==> src/rtl/dso_dac_pkg.sv <==
// rtl/dso_dac_pkg.sv - shared types and DAC command-word format for the trigger-level DAC path
package dso_dac_pkg;

    typedef enum logic [1:0] {
        IDLE      = 2'd0,
        LOAD      = 2'd1,
        WAIT_DONE = 2'd2,
        GAP       = 2'd3
    } state_t;

    typedef enum logic {
        CH_A = 1'b0,
        CH_B = 1'b1
    } chan_t;

    localparam int WORD_CH_BIT     = 15;
    localparam int WORD_BUF_BIT    = 14;
    localparam int WORD_GA_N_BIT   = 13;
    localparam int WORD_SHDN_N_BIT = 12;
    localparam int WORD_LEVEL_W    = 12;

    localparam logic BUF_VAL    = 1'b0;
    localparam logic GA_N_VAL   = 1'b1;
    localparam logic SHDN_N_VAL = 1'b1;

    // Assemble a 16-bit DAC command word from channel and 12-bit level
    function automatic logic [15:0] make_word(input chan_t ch, input logic [WORD_LEVEL_W-1:0] lvl);
        logic [15:0] w;
        w                  = 16'h0000;
        w[WORD_CH_BIT]     = (ch == CH_B);
        w[WORD_BUF_BIT]    = BUF_VAL;
        w[WORD_GA_N_BIT]   = GA_N_VAL;
        w[WORD_SHDN_N_BIT] = SHDN_N_VAL;
        w[WORD_LEVEL_W-1:0] = lvl;
        return w;
    endfunction

endpackage

==> src/rtl/trigger_dac_scheduler.sv <==
// rtl/trigger_dac_scheduler.sv - shadowed trigger levels, round-robin DAC frame issue with gap, refresh and watchdog
module trigger_dac_scheduler
    import dso_dac_pkg::*;
#(
    parameter int DATA_W         = 12,
    parameter int GAP_CYCLES     = 4,
    parameter int TIMEOUT_CYCLES = 64,
    parameter int REFRESH_CYCLES = 0
) (
    input  logic              clk,
    input  logic              reset,
    input  logic [DATA_W-1:0] level_a,
    input  logic [DATA_W-1:0] level_b,
    input  logic [1:0]        level_we,
    output logic [15:0]       dac_word,
    output logic              dac_start,
    input  logic              dac_done,
    output logic              busy,
    output logic [1:0]        pending,
    output logic              timeout_err
);

    localparam int CNT_MAX = (TIMEOUT_CYCLES > GAP_CYCLES) ? TIMEOUT_CYCLES : GAP_CYCLES;
    localparam int CNT_W   = $clog2(CNT_MAX + 1);

    state_t             state;
    chan_t              last_ch;
    chan_t              next_ch;
    logic [CNT_W-1:0]   cnt;
    logic [DATA_W-1:0]  shadow_a;
    logic [DATA_W-1:0]  shadow_b;
    logic [DATA_W-1:0]  lvl_sel;
    logic [1:0]         pend_set;
    logic [1:0]         pend_clr;
    logic               refresh_hit;

    // Free-running refresh timer; its wrap re-arms both channels
    generate
        if (REFRESH_CYCLES > 0) begin : g_refresh
            localparam int RW = $clog2(REFRESH_CYCLES + 1);
            logic [RW-1:0] rcnt;

            // Count 0..REFRESH_CYCLES-1 and wrap
            always_ff @(posedge clk) begin
                if (reset) begin
                    rcnt <= '0;
                end else if (rcnt == RW'(REFRESH_CYCLES - 1)) begin
                    rcnt <= '0;
                end else begin
                    rcnt <= rcnt + RW'(1);
                end
            end

            assign refresh_hit = (rcnt == RW'(REFRESH_CYCLES - 1));
        end else begin : g_no_refresh
            assign refresh_hit = 1'b0;
        end
    endgenerate

    // Round-robin choice and the level to snapshot; a write landing in the
    // selecting cycle is forwarded so it is not lost when pending clears
    always_comb begin
        next_ch = CH_A;
        if (pending == 2'b11) begin
            next_ch = (last_ch == CH_A) ? CH_B : CH_A;
        end else if (pending[1] && !pending[0]) begin
            next_ch = CH_B;
        end
        if (next_ch == CH_A) begin
            lvl_sel = level_we[0] ? level_a : shadow_a;
        end else begin
            lvl_sel = level_we[1] ? level_b : shadow_b;
        end
        pend_set = level_we | {2{refresh_hit}};
        pend_clr = 2'b00;
        if (state == LOAD) begin
            pend_clr = (last_ch == CH_B) ? 2'b10 : 2'b01;
        end
    end

    // Shadow registers and pending flags; a new request wins over the LOAD clear
    always_ff @(posedge clk) begin
        if (reset) begin
            shadow_a <= '0;
            shadow_b <= '0;
            pending  <= 2'b00;
        end else begin
            if (level_we[0]) shadow_a <= level_a;
            if (level_we[1]) shadow_b <= level_b;
            pending <= (pending & ~pend_clr) | pend_set;
        end
    end

    // Frame sequencer; one down-counter serves as watchdog and gap timer
    always_ff @(posedge clk) begin
        if (reset) begin
            state       <= IDLE;
            last_ch     <= CH_B;
            cnt         <= '0;
            dac_word    <= 16'h0000;
            dac_start   <= 1'b0;
            busy        <= 1'b0;
            timeout_err <= 1'b0;
        end else begin
            dac_start <= 1'b0;
            case (state)
                IDLE: begin
                    if (pending != 2'b00) begin
                        state     <= LOAD;
                        last_ch   <= next_ch;
                        dac_word  <= make_word(next_ch, WORD_LEVEL_W'(lvl_sel));
                        dac_start <= 1'b1;
                        busy      <= 1'b1;
                    end
                end
                LOAD: begin
                    state <= WAIT_DONE;
                    cnt   <= CNT_W'(TIMEOUT_CYCLES - 1);
                end
                WAIT_DONE: begin
                    if (dac_done) begin
                        state <= GAP;
                        cnt   <= CNT_W'(GAP_CYCLES - 1);
                    end else if (cnt == '0) begin
                        timeout_err <= 1'b1;
                        state       <= GAP;
                        cnt         <= CNT_W'(GAP_CYCLES - 1);
                    end else begin
                        cnt <= cnt - CNT_W'(1);
                    end
                end
                GAP: begin
                    if (cnt == '0) begin
                        state <= IDLE;
                        busy  <= 1'b0;
                    end else begin
                        cnt <= cnt - CNT_W'(1);
                    end
                end
                default: begin
                    state <= IDLE;
                    busy  <= 1'b0;
                end
            endcase
        end
    end

endmodule

==> config.mk <==
export PLATFORM = sky130hd
export DESIGN_NAME = trigger_dac_scheduler
export DESIGN_NICKNAME = d
export VERILOG_FILES = /design/src/rtl/dso_dac_pkg.sv /design/src/rtl/trigger_dac_scheduler.sv
export SDC_FILE = /design/constraint.sdc
export NUM_CORES = 1
export LEC_CHECK = 0
export ABC_AREA = 1
export CORE_ASPECT_RATIO = 2
export CORE_MARGIN = 10
export CORE_UTILIZATION = 51
export DETAILED_ROUTE_END_ITERATION = 10
export PLACE_DENSITY = 0.84
export SETUP_SLACK_MARGIN = 0.2
export SLEW_MARGIN = 20
export SYNTH_ARGS = -nofsm -noshare
export SYNTH_HDL_FRONTEND = slang
export SYNTH_SLANG_ARGS = --single-unit
==> constraint.sdc <==
create_clock -name clk -period 1.7 [get_ports clk]
set_clock_uncertainty 0.2 [all_clocks]
set_input_delay 0.34 -clock clk [delete_from_list [all_inputs] [get_ports clk]]
set_output_delay 0.34 -clock clk [all_outputs]
set_load 0.01 [all_outputs]
-- Word level (Yosys, flattened, before mapping)
Index checks and enable logic that the tools add are counted.
Widths: inputs -> output; s select.
- register bits after elaboration: 54
- input port bits: 29
- output and inout bits: 21
- word-level logic and storage cells: 58
- add/sub/neg operators: 1
- equality and inequality tests: 8
- muxes and demuxes: 21
- bitwise gates (word level): 5
- reduce and logical (&&, ||, !) cells: 13
- operator list (operator ; count):
    $mux 12 ; 3
    $mux 7 ; 3
    $pmux 7 s3 ; 1
    $mux 2 ; 6
    $reduce_and 3->1 ; 3
    $pmux 2 s4 ; 1
    $logic_not 7->1 ; 1
    $sub 7x1->7 const B ; 1
    $eq 2x2->1 const B ; 3
    $mux 1 ; 6
    $ne 2x2->1 const B ; 3
    $reduce_and 2->1 ; 2
    $reduce_bool 2->1 ; 2
    $ne 3x3->1 const B ; 1
    $reduce_bool 3->1 ; 1
    $and 2x2->2 ; 1
    $eq 2x1->1 const B ; 1
    $logic_not 2->1 ; 1
    $not 1->1 ; 2
    $not 2->2 ; 1
    $or 2x2->2 ; 1
    $pmux 1 s2 ; 1
    $reduce_or 2->1 ; 1
    $logic_and 1x1->1 ; 1
    $logic_not 1->1 ; 1

-- Longest topological paths before layout
Gate-level depths: netlist of the first run.
- word-level depth: 5
- depth in mapped cells: 10

-- Worst setup path after synthesis of the first run
Ideal clock, no wire load.
- kind: reg-to-reg
- start: reg cnt[0]
- end: reg cnt[0]
- arrival: 1.224 ns
- data required time: 1.388 ns
- setup slack: 0.164 ns
- cell stages (with the launch flop): 10
- path buffers: 0
- period minus slack after synthesis: 1.536 ns
- cell sequence: dfxtp_1 -> inv_1 -> ha_1 -> inv_2 -> nor2_4 -> nand4_2 -> nand2_2 -> nand2_1 -> nand2_1 -> nor2_2
- word-level cells in the longest chain between the ends: 4
- elaborated cells between the ends (all ways): 8
- those cells by class: add/sub (1); eq/ne (1); mux (4); reduce/logical (2)
- ends and longest elaborated chain (item ; line ; RTL):
    from (decl) ; trigger_dac_scheduler.sv:29 ; logic [CNT_W-1:0] cnt;
    from (signal assigned) ; trigger_dac_scheduler.sv:118 ; cnt <= CNT_W'(TIMEOUT_CYCLES - 1);
    from (signal assigned) ; trigger_dac_scheduler.sv:123 ; cnt <= CNT_W'(GAP_CYCLES - 1);
    from (signal assigned) ; trigger_dac_scheduler.sv:127 ; cnt <= CNT_W'(GAP_CYCLES - 1);
    $sub 7x1->7 or $logic_not 7->1 (tied branches) ; -- ;
    $mux 7 ; trigger_dac_scheduler.sv:124 ; end else if (cnt == '0) begin
    $mux 7 ; trigger_dac_scheduler.sv:121 ; if (dac_done) begin
    $pmux 7 s3 ; trigger_dac_scheduler.sv:106 ; case (state)
Parallel ways exist; a longest one is shown, timed or not. The select of a mux whose other input is x is not followed.
A chain may end at the register's enable or synchronous reset.

-- Worst setup path after layout of the first run
- start: reg state[0]
- end: reg cnt[1]
- word-level cells in the longest chain between the ends: 3
- elaborated cells between the ends (all ways): 7
- those cells by class: eq/ne (4); mux (1); reduce/logical (2)
- ends and longest elaborated chain (item ; line ; RTL):
    from (decl) ; trigger_dac_scheduler.sv:26 ; state_t state;
    from (signal assigned) ; trigger_dac_scheduler.sv:97 ; state <= IDLE;
    from (signal assigned) ; trigger_dac_scheduler.sv:109 ; state <= LOAD;
    from (signal assigned) ; trigger_dac_scheduler.sv:117 ; state <= WAIT_DONE;
    $eq 2x2->1 or $eq 2x1->1 (tied branches) ; trigger_dac_scheduler.sv:106 ;
    $ne 2x2->1 (no source line) or $reduce_bool 3->1 (tied branches) ; -- ;
    $reduce_and 2->1 (no source line) ; -- ;
Parallel ways exist; a longest one is shown, timed or not.

==> summary.json, run 1 <==
{
  "status": {"value": "complete, no violations"},
  "post-place-cells": {"value": 466},
  "ys_async_sr_fraction": {"value": 0, "unit": "%"},
  "first_global_vias": {"value": 2678},
  "finalHoldViolCount": {"value": 0},
  "detail_route.wl_per_cell": {"value": 15.3, "unit": "µm"},
  "num-fill-cells": {"value": 356},
  "worstSetupEndpointType": {"value": "flop"},
  "worst_hold_path.num_cells": {"value": 2},
  "synth.cell_area": {"value": 2490, "unit": "µm²"},
  "slowest_cell_on_crit_path": {"value": "sky130_fd_sc_hd__dfxtp_2"},
  "worstPathRequired": {"value": 1710, "unit": "ps"},
  "clock-sinks": {"value": 53},
  "timing.fmax": {"value": 648, "unit": "MHz"},
  "cts_made_buffers": {"value": 5},
  "layout-area-overhead-vs-synth": {"value": 38.7, "unit": "%"},
  "cp.arrival": {"value": 1550, "unit": "ps"},
  "clk_transition_reported_paths": {"value": 100, "unit": "ps"},
  "post_synth_most_frequent_cells": {"value": "sky130_fd_sc_hd__nand2_1, sky130_fd_sc_hd__dfxtp_1, sky130_fd_sc_hd__a21oi_1"},
  "synthesis.yosys.warnings": {"value": 0},
  "ant_nets": {"value": 0},
  "cp.buffers_inverters": {"value": 1},
  "insertedDiodeCount": {"value": 0},
  "final-setup-viol-count": {"value": 0},
  "max_cap_violations": {"value": 0},
  "effective_utilization_at_floorplan": {"value": 53.1, "unit": "%"},
  "tritoncts": {"value": "built"},
  "finalWeightedCongestion": {"value": 0.901},
  "synthesis.instances": {"value": 354},
  "synth_area_per_cell": {"value": 7.03, "unit": "µm²"},
  "grt_first_pass_wirelength": {"value": 12.2, "unit": "mm"},
  "initial_antenna_violation_count": {"value": 0},
  "cp_top_family": {"value": "simple AND/OR/NAND/NOR gates"},
  "fin_max_slew_vios": {"value": 0},
  "layout-drive-gt1-share": {"value": 20.9, "unit": "%"},
  "critPathMaxFanout": {"value": 8},
  "timing.final.crit_period": {"value": 1540, "unit": "ps"},
  "maximum_number_of_pins_on_one_net_before_global_route_repair": {"value": 31},
  "fp-row-count": {"value": 35},
  "fp.dieArea": {"value": 8240, "unit": "µm²"},
  "yosys_top_cell_area_share": {"value": 42.6, "unit": "%"},
  "layout.nets": {"value": 466},
  "timing.setup.critical_path_class": {"value": "reg -> reg"},
  "port_buffers": {"value": 48},
  "rsz_0062_raised_after_global_routing": {"value": "yes"},
  "clockRootBuffer": {"value": "sky130_fd_sc_hd__clkbuf_8"},
  "postSynthNetCount": {"value": 389},
  "worstHoldPathType": {"value": "reg -> reg"},
  "slowest_delay": {"value": 370, "unit": "ps"},
  "clock_path_buffers": {"value": 2},
  "routed-via-count": {"value": 2535},
  "layout.cells.non_filler": {"value": 486},
  "synth_seq_cells": {"value": 53},
  "timing.critical_path.depth": {"value": 7},
  "detailedRoute.firstIterationViolations": {"value": 195},
  "detailedPlacementHpwl": {"value": 5.00, "unit": "mm"},
  "postRouteWirelength": {"value": 7.45, "unit": "mm"},
  "gr-usage-all-layers": {"value": 17.4, "unit": "%"},
  "crit_top_cell": {"value": "sky130_fd_sc_hd__nand2_1"},
  "power.density_cell_area": {"value": 1460, "unit": "nW/µm²"},
  "netlist-cell-type-count": {"value": 26},
  "synth_edf_count": {"value": 0},
  "clkLatencyLatePin": {"value": 300, "unit": "ps"},
  "die_height": {"value": 119, "unit": "µm"},
  "totalNegativeSetupSlack": {"value": 0, "unit": "ps"},
  "synth.yosys.seq_area_share": {"value": 42.6, "unit": "%"},
  "crit_path_cell_trace": {"value": "buf_4 -> ha_4 -> nand4_2 -> nand2_4 -> nand2_1 -> nand2_1 -> nor2_2"},
  "placeableCoreArea": {"value": 4690, "unit": "µm²"},
  "worstSetupStartpointType": {"value": "flop"},
  "detailedRoute.firstPassIterationCount": {"value": 4},
  "synthMostInstantiatedCell": {"value": "sky130_fd_sc_hd__nand2_1"},
  "post_drt_via_cell_ratio": {"value": 5.22},
  "synth_largest_area_cell": {"value": "sky130_fd_sc_hd__dfxtp_1"},
  "min_period_over_period": {"value": 90.7, "unit": "%"},
  "post_cts_hold_buffer_count": {"value": 0},
  "die_w": {"value": 69.4, "unit": "µm"},
  "clock_tree.htree_level_count": {"value": 2},
  "netlist_top_cells_area": {"value": "sky130_fd_sc_hd__dfxtp_1, sky130_fd_sc_hd__nand2_1, sky130_fd_sc_hd__a21oi_1"},
  "static_leakage": {"value": 0.00167, "unit": "µW"},
  "pin_count": {"value": 50},
  "synth-main-ff-cell": {"value": "sky130_fd_sc_hd__dfxtp_1"},
  "fin_hold_ws": {"value": 258, "unit": "ps"},
  "max-vdd-ir-drop": {"value": 1.03, "unit": "mV"},
  "route.detailed.drc": {"value": 0},
  "worst_r2r_path_depth": {"value": 7},
  "global_route.overflow_total": {"value": 0}
}
layout by cell type, fill, tap and decap left out, drive strengths merged:
cell,Yosys,layout
xor2,1,1
dfxtp,53,53
nand4,4,4
a21oi,36,36
nand3,21,21
o21ai,2,2
clkbuf,4,15
nor2,27,27
buf,11,35
clkinvlp,0,3
inv,36,34
ha,6,6
conb,1,1
clkdlybuf4s50,0,26
clkdlybuf4s15,0,8
nand2,140,140
dlygate4sd2,0,7
o211ai,12,12
flip-flops by register name, summed over array words and instances (netlist names):
signal,count
dac_start,1
last_ch,1
dac_word,14
shadow_b,12
timeout_err,1
state,2
busy,1
pending,2
shadow_a,12
cnt,7
logic make-up after synthesis:
group	Yosys count	share of synthesized area, %
flops	53	42.6
fa+ha+maj	6	3.02
buf+inv	51	9.05
xor+xnor	1	0.352
simple gates	192	33.4
other cells	1	0.151
compound gates	50	11.4
stage by stage:
| stage | util (%) | worst slack (ps) | instance area, µm² | total power (µW) |
|---|---|---|---|---|
| 2_1_floorplan | - | 213 | 2500 | 3100 |
| 3_5_place_dp | 67.3 | -219 | 3150 | 3800 |
| 3_3_place_gp | 67.3 | -183 | 3150 | 3740 |
| 5_1_grt | 73.6 | 79.6 | 3450 | 5370 |
| 6_report | 73.6 | 158 | 3450 | 5030 |
| 4_1_cts | 72.4 | 108 | 3390 | 4790 |
power breakdown:
group / leakage, µW / switching [µW] / total, µW / internal (µW)
Sequential: 0.000440 / 224 / 1740 / 1520
Combinational: 0.00119 / 1430 / 2550 / 1120
Clock: 0.0000443 / 411 / 736 / 325
Total: 0.00167 / 2070 / 5030 / 2960
what timing repair did:
item / in CTS / in global routing
setup buffers: 10 / 0
pin swaps: 4 / 9
resized for setup: 47 / 37
endpoints found under the hold margin: 0 / 0
cloned: 2 / 1
endpoints found under the setup margin: 45 / 36
final timing paths:
check | startpoint | end | slack (ps)
hold reg to reg | busy | busy | 260
hold / removal | busy | busy | 260
setup reg to reg | state[0] | cnt[1] | 160
setup / recovery | state[0] | cnt[1] | 160
worst register-to-register path, cell delays in order (launching register included):
cell                      delay [ps]
sky130_fd_sc_hd__dfxtp_2         370
sky130_fd_sc_hd__buf_4           150
sky130_fd_sc_hd__ha_4            180
sky130_fd_sc_hd__nand4_2         190
sky130_fd_sc_hd__nand2_4         170
sky130_fd_sc_hd__nand2_1          70
sky130_fd_sc_hd__nand2_1          80
sky130_fd_sc_hd__nor2_2           40
layer usage:
| metal | vias up | wire length (µm) | global-route usage, % |
|---|---|---|---|
| met5 | - | 0 | 0 |
| met4 | 0 | 313 | 8.61 |
| met3 | 25 | 284 | 3.35 |
| met2 | 86 | 4080 | 34.3 |
| met1 | 1161 | 2760 | 16.1 |
| li1 | 1263 | - | - |
layout make-up:
cell class | count | area, µm² | share of cell area (%)
multi-input cells | 250 | 1310 | 37.8
flip-flops and latches | 53 | 1070 | 31.0
repair buffers | 84 | 762 | 22.1
inverters | 36 | 153 | 4.42
clock buffers | 7 | 86.3 | 2.50
well taps | 55 | 68.8 | 1.99
repair inverters | 1 | 7.51 | 0.218
(Power assumes the default switching activity.)
==> inputs of run 2 (changes only) <==
- CORE_UTILIZATION: 51 -> 50
- HOLD_SLACK_MARGIN: default -> 0.1
- PLACE_DENSITY: 0.84 -> 0.83
==> run 2 against run 1 <==
Against the previous run:
- register-to-register slack got worse by 30 ps
- worst setup slack got worse by 29 ps
- critical path depth increased by 2
- die area increased by 1.5%
- maximum frequency decreased by 1.9%
- global-route usage decreased by 0.81 points
- via count increased by 2.6%
- critical path type unchanged
- critical endpoint is now cnt[2]
==> summary.json, run 2 (synthesis results as in run 1) <==
{
  "status": {"value": "complete, no violations"},
  "min_period_over_period": {"value": 92.5, "unit": "%"},
  "layout-area-overhead-vs-synth": {"value": 43.0, "unit": "%"},
  "port_buffers": {"value": 48},
  "finalWeightedCongestion": {"value": 0.904},
  "postRouteWirelength": {"value": 7.44, "unit": "mm"},
  "route.detailed.drc": {"value": 0},
  "power.density_cell_area": {"value": 1500, "unit": "nW/µm²"},
  "fp.dieArea": {"value": 8370, "unit": "µm²"},
  "maximum_number_of_pins_on_one_net_before_global_route_repair": {"value": 31},
  "max-vdd-ir-drop": {"value": 1.23, "unit": "mV"},
  "timing.hold.worst_endpoint": {"value": "busy"},
  "crit_top_cell": {"value": "sky130_fd_sc_hd__nand2_4"},
  "timing.critical_path.depth": {"value": 9},
  "clkLatencyLatePin": {"value": 310, "unit": "ps"},
  "die_w": {"value": 69.9, "unit": "µm"},
  "slowest_cell_on_crit_path": {"value": "sky130_fd_sc_hd__dfxtp_2"},
  "detailedRoute.firstIterationViolations": {"value": 207},
  "timing.fmax": {"value": 636, "unit": "MHz"},
  "cts_made_buffers": {"value": 5},
  "die_height": {"value": 120, "unit": "µm"},
  "crit_path_cell_trace": {"value": "inv_2 -> ha_4 -> inv_4 -> nor2_4 -> nand3_4 -> nand2_4 -> nand2_4 -> a21oi_2 -> nor2_1"},
  "effective_utilization_at_floorplan": {"value": 51.2, "unit": "%"},
  "tritoncts": {"value": "built"},
  "dpl-instance-area": {"value": 3160, "unit": "µm²"},
  "timing.setup.critical_path_class": {"value": "reg -> reg"},
  "insertedDiodeCount": {"value": 0},
  "slowest_delay": {"value": 330, "unit": "ps"},
  "detailedPlacementHpwl": {"value": 4.92, "unit": "mm"},
  "worst_r2r_path_depth": {"value": 9},
  "routed-via-count": {"value": 2601},
  "max_cap_violations": {"value": 0},
  "finalInstanceArea": {"value": 3560, "unit": "µm²"},
  "timing.rr.start": {"value": "cnt[0]"},
  "grt_first_pass_wirelength": {"value": 11.9, "unit": "mm"},
  "final_cell_mix": {"value": "sky130_fd_sc_hd__nand2_1, sky130_fd_sc_hd__dfxtp_1, sky130_fd_sc_hd__a21oi_1, sky130_fd_sc_hd__buf_4"},
  "regToRegSetupSlack": {"value": 130, "unit": "ps"},
  "static_leakage": {"value": 0.00171, "unit": "µW"},
  "regMostFlops": {"value": "dac_word"},
  "clock_path_buffers": {"value": 2},
  "critPathMaxFanout": {"value": 5},
  "crit-reg2reg-capture": {"value": "cnt[2]"},
  "final_common_cell": {"value": "sky130_fd_sc_hd__nand2_1"},
  "largest_register_ff_count": {"value": 14},
  "post-route-util": {"value": 73.2, "unit": "%"},
  "layout.nets": {"value": 469},
  "fin_max_slew_vios": {"value": 0},
  "detail_route.wl_per_cell": {"value": 15.1, "unit": "µm"},
  "cp.arrival": {"value": 1590, "unit": "ps"},
  "initial_antenna_violation_count": {"value": 0},
  "placeableCoreArea": {"value": 4860, "unit": "µm²"},
  "rsz_0062_raised_after_global_routing": {"value": "yes"},
  "fp-row-count": {"value": 36},
  "top_regs": {"value": "dac_word (14), shadow_a (12), shadow_b (12)"},
  "worst_hold_path.num_cells": {"value": 2},
  "global_route.overflow_total": {"value": 0},
  "timing.final.crit_period": {"value": 1570, "unit": "ps"},
  "first_global_vias": {"value": 2623},
  "ant_nets": {"value": 0},
  "detailedRoute.firstPassIterationCount": {"value": 5},
  "worstSetupStartpointType": {"value": "flop"},
  "hold_path.startpoint": {"value": "busy"},
  "final-setup-viol-count": {"value": 0},
  "worstPathRequired": {"value": 1720, "unit": "ps"},
  "finalHoldViolCount": {"value": 0},
  "gr-usage-all-layers": {"value": 16.6, "unit": "%"},
  "clock_tree.htree_level_count": {"value": 2},
  "post_drt_via_cell_ratio": {"value": 5.29},
  "pin_count": {"value": 50},
  "clockRootBuffer": {"value": "sky130_fd_sc_hd__clkbuf_8"},
  "cp_top_family": {"value": "simple AND/OR/NAND/NOR gates"},
  "worstSetupEndpointType": {"value": "flop"},
  "post_cts_hold_buffer_count": {"value": 0},
  "num-fill-cells": {"value": 352},
  "clock-sinks": {"value": 53},
  "clk_transition_reported_paths": {"value": 100, "unit": "ps"},
  "worstHoldPathType": {"value": "reg -> reg"},
  "cp.buffers_inverters": {"value": 2},
  "layout-drive-gt1-share": {"value": 22.1, "unit": "%"}
}
## run 2: cell types whose count changed in the layout (fill, tap and decap cells not counted), moves of 3 or more
cell / delta
sky130_fd_sc_hd__dlygate4sd2_1: -3
sky130_fd_sc_hd__clkdlybuf4s15_1: +4
sky130_fd_sc_hd__nand2_2: +3
sky130_fd_sc_hd__clkbuf_2: -3
sky130_fd_sc_hd__nand2_1: -3
sky130_fd_sc_hd__buf_4: +3
## run 2: metrics by stage
stage / TNS [ps] / hold WS [ps] / instances / power [µW] / setup WS (ps)
after floorplan: 0 / 246 / 354 / 3100 / 213
after CTS: 0 / 247 / 481 / 4790 / 86.0
after detailed placement: -2860 / 235 / 468 / 3800 / -228
final: 0 / 249 / 492 / 5340 / 128
after global placement: -1960 / 232 / 468 / 3730 / -179
after global routing: 0 / 285 / 492 / 5660 / 56.8
## run 2: layout make-up
cell class / count / area [µm²] / area share (%)
flip-flops and latches: 53 / 1070 / 30.1
clock inverters: 1 / 30.0 / 0.844
multi-input cells: 250 / 1310 / 36.9
well taps: 57 / 71.3 / 2.00
repair inverters: 1 / 7.51 / 0.211
repair buffers: 87 / 825 / 23.2
inverters: 36 / 155 / 4.36
clock buffers: 7 / 86.3 / 2.43
## run 2: how the worst max path moves through the flow
stage / slack, ps / start / to
3_5_place_dp: -230 / level_we[1] / dac_word[8]
6_report: 130 / cnt[0] / cnt[2]
3_3_place_gp: -180 / level_we[1] / dac_word[8]
4_1_cts: 90 / state[0] / cnt[0]
5_1_grt: 60 / cnt[0] / cnt[2]
2_1_floorplan: 210 / state[0] / dac_word[10]
## run 2: worst reg2reg max path, stage by stage, from the launching register on
cell and delay, ps:
sky130_fd_sc_hd__dfxtp_2 330, sky130_fd_sc_hd__inv_2 70, sky130_fd_sc_hd__ha_4 170, sky130_fd_sc_hd__inv_4 40
sky130_fd_sc_hd__nor2_4 150, sky130_fd_sc_hd__nand3_4 140, sky130_fd_sc_hd__nand2_4 130, sky130_fd_sc_hd__nand2_4 70
sky130_fd_sc_hd__a21oi_2 140, sky130_fd_sc_hd__nor2_1 40
## run 2: timing repair
action,in CTS,in global routing
gates resized for setup,35,53
hold endpoints to repair,0,0
buffers inserted,4,9
pin swaps,0,14
endpoints found under the setup margin,45,52
cloned,1,2
## run 2: power breakdown
part | switching, µW | leakage [µW] | internal (µW)
combinational | 1460 | 0.00121 | 1230
sequential | 229 | 0.000440 | 1530
clock | 416 | 0.0000585 | 481
total | 2110 | 0.00171 | 3230
## run 2: metal layers
layer / track usage, % / up-vias / part of all wire [%]
li1: - / 1274 / -
met3: 3.05 / 22 / 4.4
met2: 31.5 / 86 / 57
met1: 16.1 / 1219 / 36
met4: 9.31 / 0 / 3.2
met5: 0 / - / 0
